### src/rtl/align_batch_sched.sv
// Batch scheduler ahead of the MAC aligner: collects N partial products, tracks the max exponent,
// then issues them one per cycle. Optional ALIGN_SCHED_ZERO_SKIP_EN excludes zero mantissas from max.
module align_batch_sched #(
    parameter int N  = 9,
    parameter int LW = 4
) (
    input  logic          i_clk,
    input  logic          i_rst_n,
    input  logic          i_valid,
    output logic          o_ready,
    input  logic [3:0]    i_denorm_pp,
    input  logic [5:0]    i_exp,
    input  logic [4:0]    i_Q_frac,
    input  logic          i_flush,
    output logic          o_valid,
    output logic [3:0]    o_denorm_pp,
    output logic [5:0]    o_exp,
    output logic [5:0]    o_max_exp,
    output logic [4:0]    o_Q_frac,
    output logic [LW-1:0] o_lane,
    output logic          o_last,
    output logic          o_busy
);
    localparam logic [0:0]    S_COLLECT = 1'b0;
    localparam logic [0:0]    S_ISSUE   = 1'b1;
    localparam logic [LW-1:0] LAST      = LW'(N - 1);

    logic [0:0]          r_state;
    logic [LW-1:0]       r_cnt;
    logic [LW-1:0]       r_ptr;
    logic [5:0]          r_mx;
    logic [4:0]          r_qf;
    logic [N-1:0][3:0]   r_pp;
    logic [N-1:0][5:0]   r_ex;

    logic                w_accept;
    logic                w_in_skip;
    logic [5:0]          w_in_exp;
    logic [5:0]          w_mx_nxt;
    logic [3:0]          w_iss_pp;
    logic [5:0]          w_iss_exp;

    assign o_ready  = (r_state == S_COLLECT);
    assign o_busy   = (r_state != S_COLLECT) || (r_cnt != '0);
    assign w_accept = i_valid & o_ready;
    assign w_iss_pp = r_pp[r_ptr];

`ifdef ALIGN_SCHED_ZERO_SKIP_EN
    // Zero mantissas don't vote on the max; clamp their exponent so the aligner's diff stays >= 0.
    assign w_in_skip = (i_denorm_pp[2:0] == 3'd0);
    assign w_iss_exp = (w_iss_pp[2:0] == 3'd0) ? r_mx : r_ex[r_ptr];
`else
    assign w_in_skip = 1'b0;
    assign w_iss_exp = r_ex[r_ptr];
`endif

    assign w_in_exp = w_in_skip ? 6'd0 : i_exp;
    assign w_mx_nxt = (r_cnt == '0)       ? w_in_exp :
                      (w_in_exp > r_mx)   ? w_in_exp : r_mx;

    // Entry storage needs no reset; it is always written before it is read.
    always_ff @(posedge i_clk) begin
        if (w_accept && !i_flush) begin
            r_pp[r_cnt] <= i_denorm_pp;
            r_ex[r_cnt] <= i_exp;
        end
    end

    always_ff @(posedge i_clk or negedge i_rst_n) begin
        if (!i_rst_n) begin
            r_state     <= S_COLLECT;
            r_cnt       <= '0;
            r_ptr       <= '0;
            r_mx        <= '0;
            r_qf        <= '0;
            o_valid     <= 1'b0;
            o_last      <= 1'b0;
            o_lane      <= '0;
            o_denorm_pp <= '0;
            o_exp       <= '0;
            o_max_exp   <= '0;
            o_Q_frac    <= '0;
        end else if (i_flush) begin
            r_state     <= S_COLLECT;
            r_cnt       <= '0;
            r_ptr       <= '0;
            r_mx        <= '0;
            o_valid     <= 1'b0;
            o_last      <= 1'b0;
            o_lane      <= '0;
            o_denorm_pp <= '0;
            o_exp       <= '0;
            o_max_exp   <= '0;
            o_Q_frac    <= '0;
        end else if (r_state == S_COLLECT) begin
            o_valid     <= 1'b0;
            o_last      <= 1'b0;
            o_lane      <= '0;
            o_denorm_pp <= '0;
            o_exp       <= '0;
            o_max_exp   <= '0;
            o_Q_frac    <= '0;
            if (w_accept) begin
                r_mx <= w_mx_nxt;
                if (r_cnt == '0) r_qf <= i_Q_frac;
                if (r_cnt == LAST) begin
                    r_state <= S_ISSUE;
                    r_cnt   <= '0;
                    r_ptr   <= '0;
                end else begin
                    r_cnt <= r_cnt + LW'(1);
                end
            end
        end else begin
            o_valid     <= 1'b1;
            o_last      <= (r_ptr == LAST);
            o_lane      <= r_ptr;
            o_denorm_pp <= w_iss_pp;
            o_exp       <= w_iss_exp;
            o_max_exp   <= r_mx;
            o_Q_frac    <= r_qf;
            if (r_ptr == LAST) begin
                r_state <= S_COLLECT;
                r_ptr   <= '0;
            end else begin
                r_ptr <= r_ptr + LW'(1);
            end
        end
    end
endmodule
### config.mk
export PLATFORM = sky130hd
export DESIGN_NAME = align_batch_sched
export DESIGN_NICKNAME = d
export VERILOG_FILES = /design/src/rtl/align_batch_sched.sv
export SDC_FILE = /design/constraint.sdc
export NUM_CORES = 1
export LEC_CHECK = 0
export ABC_AREA = 0
export CAP_MARGIN = 10
export CORE_ASPECT_RATIO = 0.5
export CORE_UTILIZATION = 30
export DETAILED_ROUTE_END_ITERATION = 10
export PLACE_DENSITY = 0.5
export SLEW_MARGIN = 0
export SYNTH_ARGS = -nofsm -noshare
export SYNTH_HDL_FRONTEND = slang
export SYNTH_SLANG_ARGS = --single-unit
### constraint.sdc
create_clock -name i_clk -period 2.4 [get_ports i_clk]
set_input_delay 0.48 -clock i_clk [delete_from_list [all_inputs] [get_ports i_clk]]
set_output_delay 0.48 -clock i_clk [all_outputs]
set_load 0.02 [all_outputs]
# ---- Yosys cells after proc, flatten, opt, wreduce, memory -nomap -nowiden
# Cells that the tools add are included.
dict set report totals {
  regBits 137
  inputBits 19
  out_inout_bits 29
  elab_cells 99
}
dict set report op_classes {
  addsub 2
  n_lt_le_gt_ge 4
  n_eq_ne 3
  mux 43
  bitwise_logic 3
  reduce_logical 14
}
# op n
set ops {}
lappend ops {{2-to-1 mux 6 bit} 11}
lappend ops {{2-to-1 mux 4 bit} 15}
lappend ops {{bitwise mux 54 bit} 1}
lappend ops {{bitwise mux 36 bit} 1}
lappend ops {{binary-select mux 6 bit (select 4 bit)} 1}
lappend ops {{demux 6 bit (select 4 bit)} 1}
lappend ops {{binary-select mux 4 bit (select 4 bit)} 1}
lappend ops {{demux 4 bit (select 4 bit)} 1}
lappend ops {{< comparator 4 x 5 -> 1 bit, second input constant} 2}
lappend ops {{2-to-1 mux 5 bit} 2}
lappend ops {{2-to-1 mux 1 bit} 9}
lappend ops {{nonzero test 3 bit} 3}
lappend ops {{adder 4 x 1 -> 4 bit, second input constant} 2}
lappend ops {{equality test 4 bit, second input constant} 2}
lappend ops {{greater-than comparator 6 bit} 1}
lappend ops {{greater-or-equal comparator 4 x 1 -> 1 bit, second input constant} 1}
lappend ops {{zero test 4 bit} 1}
lappend ops {{AND reduction 2 bit} 2}
lappend ops {{AND reduction 4 bit} 1}
lappend ops {{nonzero test 4 bit} 1}
lappend ops {{AND reduction 3 bit} 1}
lappend ops {{logical AND 1 bit} 2}
lappend ops {{!= test 2 bit, second input constant} 1}
lappend ops {{inverter 1 bit} 2}
lappend ops {{other kinds (4)} 4}

# ---- Depth between registers and ports, before layout
dict set report logic_depth {
  ltp_word 6
  depth_mapped 8
}

# ---- Worst setup path after synthesis
# OpenSTA, ideal clock, no wires.
dict set report synth_timing {
  kind {input to register}
  startpoint {input i_flush}
  endpoint {register r_ex[24] (netlist name), enable pin}
  arrival_ns 1.528
  required_ns 2.057
  slack_ns 0.529
  cell_stages 5
  path_buffers 1
  path_cell_list {buf_2 -> nor2_1 -> nand2_1 -> nor3b_1 -> and2_1}
}
dict set report synth_via {
  elab_chain_len 2
}
# item line
set synth_rtl {}
lappend synth_rtl {{start, declared} 14} ;# input logic i_flush,
lappend synth_rtl {{zero test 1 bit} 63} ;# if (w_accept && !i_flush) begin
lappend synth_rtl {{logical AND 1 bit} 63}
lappend synth_rtl {{end signal, assigned by index} 65} ;# r_ex[r_cnt] <= i_exp;
lappend synth_rtl {{end, declared} 34} ;# logic [N-1:0][5:0] r_ex;
# Every way passes these cells.
# A chain may end at the register's enable or synchronous reset.

# ---- Final worst setup path
dict set report layout_timing {
  startpoint {register r_cnt[1]}
  endpoint {output o_busy}
}
dict set report layout_via {
  elab_chain_len 2
}
# item line
set layout_rtl {}
lappend layout_rtl {{start, declared} 29} ;# logic [LW-1:0] r_cnt;
lappend layout_rtl {{start signal, assigned} 111} ;# r_cnt <= r_cnt + LW'(1);
lappend layout_rtl {{nonzero test 4 bit} 44} ;# assign o_busy = (r_state != S_COLLECT) || (r_cnt != '0);
lappend layout_rtl {{logical OR 1 bit} 44}
lappend layout_rtl {{end, declared} 22} ;# output logic o_busy
# Every way passes these cells.

==> summary.md <==
| Metric | Value |
|---|---|
| Period minus WS final | 2263 ps |
| First-pass GRT wire length | 19,650 um |
| ANT cells | 0 |
| Status | complete, no violations |
| Kind of critical path | reg2out |
| YS warnings | 0 |
| Synth Register Bits | 137 |
| Final #Nets | 443 |
| Vias in the first global route | 3,405 |
| Hold Crit Class | in2async |
| Max-cap violations | 0 |
| Syn_nets | 353 |
| Clock buffer count from CTS | 17 |
| CP Capture Type | primary output |
| Sequential area share after synthesis | 70.01% |
| Placed Cells | 627 |
| Hold_ws | 78.54 ps |
| Routed wire per std cell | 19.13 um |
| Normalized max-slew margin | 51.57% |
| FILL cells | 1,625 |
| DRC Markers | 0 |
| Initial antenna violation count | 0 |
| Yosys top cell area share | 48.78% |
| Post-route ant nets | 0 |
| Die height | 98.10 um |
| Worst clock skew | 8.330 ps |
| Syn avg cell area | 17.21 um2 |
| GRT Resource Usage Total | 14.12% |
| Die W | 194.2 um |
| Initial Utilization | 31.31% |
| Initial DRT Pass Iterations | 4 |
| Worst-margin pin slew | 726.4 ps |
| Via count | 3,122 |
| Fin util | 40.41% |
| Startpoint types | register |
| PD cells | 757.4 nW/um2 |
| IO Pins | 48 |
| FP Rows | 34 |
| Crit Reg-Reg Startpoint | r_cnt[1] |
| H-tree levels | 4 |
| Critical Path Fanout Max | 6 |
| Final period util | 94.29% |
| Worst Path Arrival | 1780 ps |
| TritonCTS clock tree | built |
| Final Max Slew Viols | 0 |
| Final Hold Violating Endpoints | 0 |
| Synth area leader | edfxtp_1 |
| Bufs on Longest Clock Path | 2 |
| Non-filler cells, final | 659 |
| Critical Path RT | 1920 ps |
| Leakage | 2.613 nW |
| Number of synthesized flops with an enable pin | 90 |
| Fmax | 441.9 MHz |
| Layout cells sized above 1 | 25.65% |
| Detailed Place HPWL | 8649 um |
| 1st-iter DRT viols | 232 |
| Port Buffers | 47 |
| Area contributors post-synth | edfxtp_1 49%, dfrtp_1 21%, mux4_2 8.1%, ha_1 2.7%, mux2i_1 1.8% |
| Clock sinks | 137 |
| RSZ-0062 raised after global routing | no |
| Root Buffer | clkbuf_16 |
| Distinct cells, synth | 41 |
| Die area | 19,050 um2 |
| Drt total wl | 12,610 um |
| Setup crit start | r_cnt[1] |
| Total Power | 0.005416 W |
| Setup violators final | 0 |
| Cells after Synth | 322 |
| Latest clock arrival within the worst-skew pair | 410 ps |
| Grt total ovfl | 0 |
| Peak VDD IR | 0.4693 mV |
| Hold-fix buffers at CTS | 0 |
| Pin count of the biggest net entering global routing | 27 |
| Post-synth design cell area | 5540 um2 |
| Via density per instance | 4.737 |
| Async S/R FF share, synth | 34.31% |
| Clock slew at reported path FFs | 60 ps |
| Most used flip-flop cell after synthesis | edfxtp_1 |
| Syn-to-layout area delta | 29.07% |
| Core Box Area | 17,700 um2 |
| GP Congestion | 0.8065 |
==> Yosys cell counts, drive strengths merged (3+ instances only) <==
cell type / instances
o21ai: 8
inv: 19
mux2i: 10
mux4: 20
buf: 8
mux2: 5
ha: 12
nand3b: 7
edfxtp: 90
dfrtp: 47
and2: 14
clkbuf: 6
nor2: 4
nand2: 11
nand3: 5
o311ai: 6
o2bb2ai: 10
a21oi: 3
nand4: 8
nor3: 10
==> critical path, stage by stage (launching register included) <==
cell,delay (ps)
dfrtp_1,430
inv_1,100
ha_2,210
nor3b_4,230
nand2_1,70
dlygate4sd2_1,320
==> cell usage in the layout (no fill, tap or decap), types with 10 or more instances in the layout <==
master | Yosys | routed
edfxtp_1 | 90 | 90
dfrtp_1 | 47 | 46
clkdlybuf4s50_1 | 0 | 45
buf_4 | 2 | 33
mux4_2 | 20 | 20
inv_1 | 18 | 17
clkbuf_16 | 0 | 17
and2_1 | 14 | 14
nand2_1 | 11 | 11
ha_1 | 12 | 11
mux2i_1 | 10 | 10
o2bb2ai_1 | 10 | 10
nor3_1 | 10 | 10
==> layer usage <==
| metal | up-vias | track usage [%] | wire [um] |
|---|---|---|---|
| li1 | 1426 | - | - |
| met1 | 1602 | 19.27 | 6092 |
| met2 | 74 | 21.61 | 5757 |
| met3 | 20 | 3.489 | 536 |
| met4 | 0 | 5.861 | 219 |
| met5 | - | 0 | 0 |
==> path summary, 6_finish.rpt <==
kind	to	slack (ps)	cells past startpoint
max in group asynchronous	o_denorm_pp[2]	1770	2
worst min register to register	o_exp[3]	460	1
min in group i_clk	o_exp[3]	460	1
worst max register to register	r_mx[3]	450	8
worst max-delay path	o_busy	140	5
worst min-delay path	o_valid	80	1
==> kinds of logic after synthesis <==
| logic type | Yosys count | share of synthesized area, % |
|---|---|---|
| mux | 35 | 10.95 |
| xor+xnor | 1 | 0.1581 |
| buf+inv | 33 | 2.619 |
| flops | 137 | 70.01 |
| fa+ha+maj | 12 | 2.710 |
| simple gates | 69 | 7.543 |
| compound gates | 35 | 6.007 |
==> flip-flops by register name, summed over array words and instances (netlist names) <==
| name | count |
|---|---|
| r_mx | 6 |
| r_pp | 36 |
| r_ex | 54 |
| r_cnt | 4 |
| o_exp | 6 |
| o_max_exp | 6 |
| r_ptr | 4 |
| o_valid | 1 |
| r_state | 1 |
| r_qf | 5 |
| o_Q_frac | 5 |
| o_last | 1 |
| o_denorm_pp | 4 |
| o_lane | 4 |
==> report_power, final <==
part | switching [W] | leakage [nW] | internal, W
Combinational | 0.000149 | 0.883 | 0.000122
Clock | 0.00102 | 0.279 | 0.00154
Sequential | 0.0000235 | 1.45 | 0.00257
Total | 0.00119 | 2.61 | 0.00423
==> what timing repair did <==
action,CTS,global route
pin swaps,0,0
gates cloned,0,0
hold endpoints to repair,0,0
buffers inserted,0,0
setup endpoints to repair,1,1
gates resized for setup,1,3
==> cell type report <==
cell class | count | area, um2 | share of cell area [%]
inverters | 19 | 71.32 | 0.9974
well taps | 234 | 292.8 | 4.094
clock inverters | 14 | 146.4 | 2.047
flip-flops and latches | 137 | 3880 | 54.26
clock buffers | 18 | 429.2 | 6.002
repair buffers | 85 | 812.0 | 11.36
multi-input cells | 152 | 1519 | 21.24
==> metrics by stage <==
stage / TNS [ps] / setup WS [ps] / area [um2]
after global placement: 0 / 19.57 / 6573
final: 0 / 136.9 / 7151
after detailed placement: -326.1 / -73.32 / 6573
after global routing: 0 / 6.325 / 7151
after floorplan: 0 / 528.7 / 5540
after CTS: 0 / 36.62 / 7147
(Power assumes the default switching activity.)
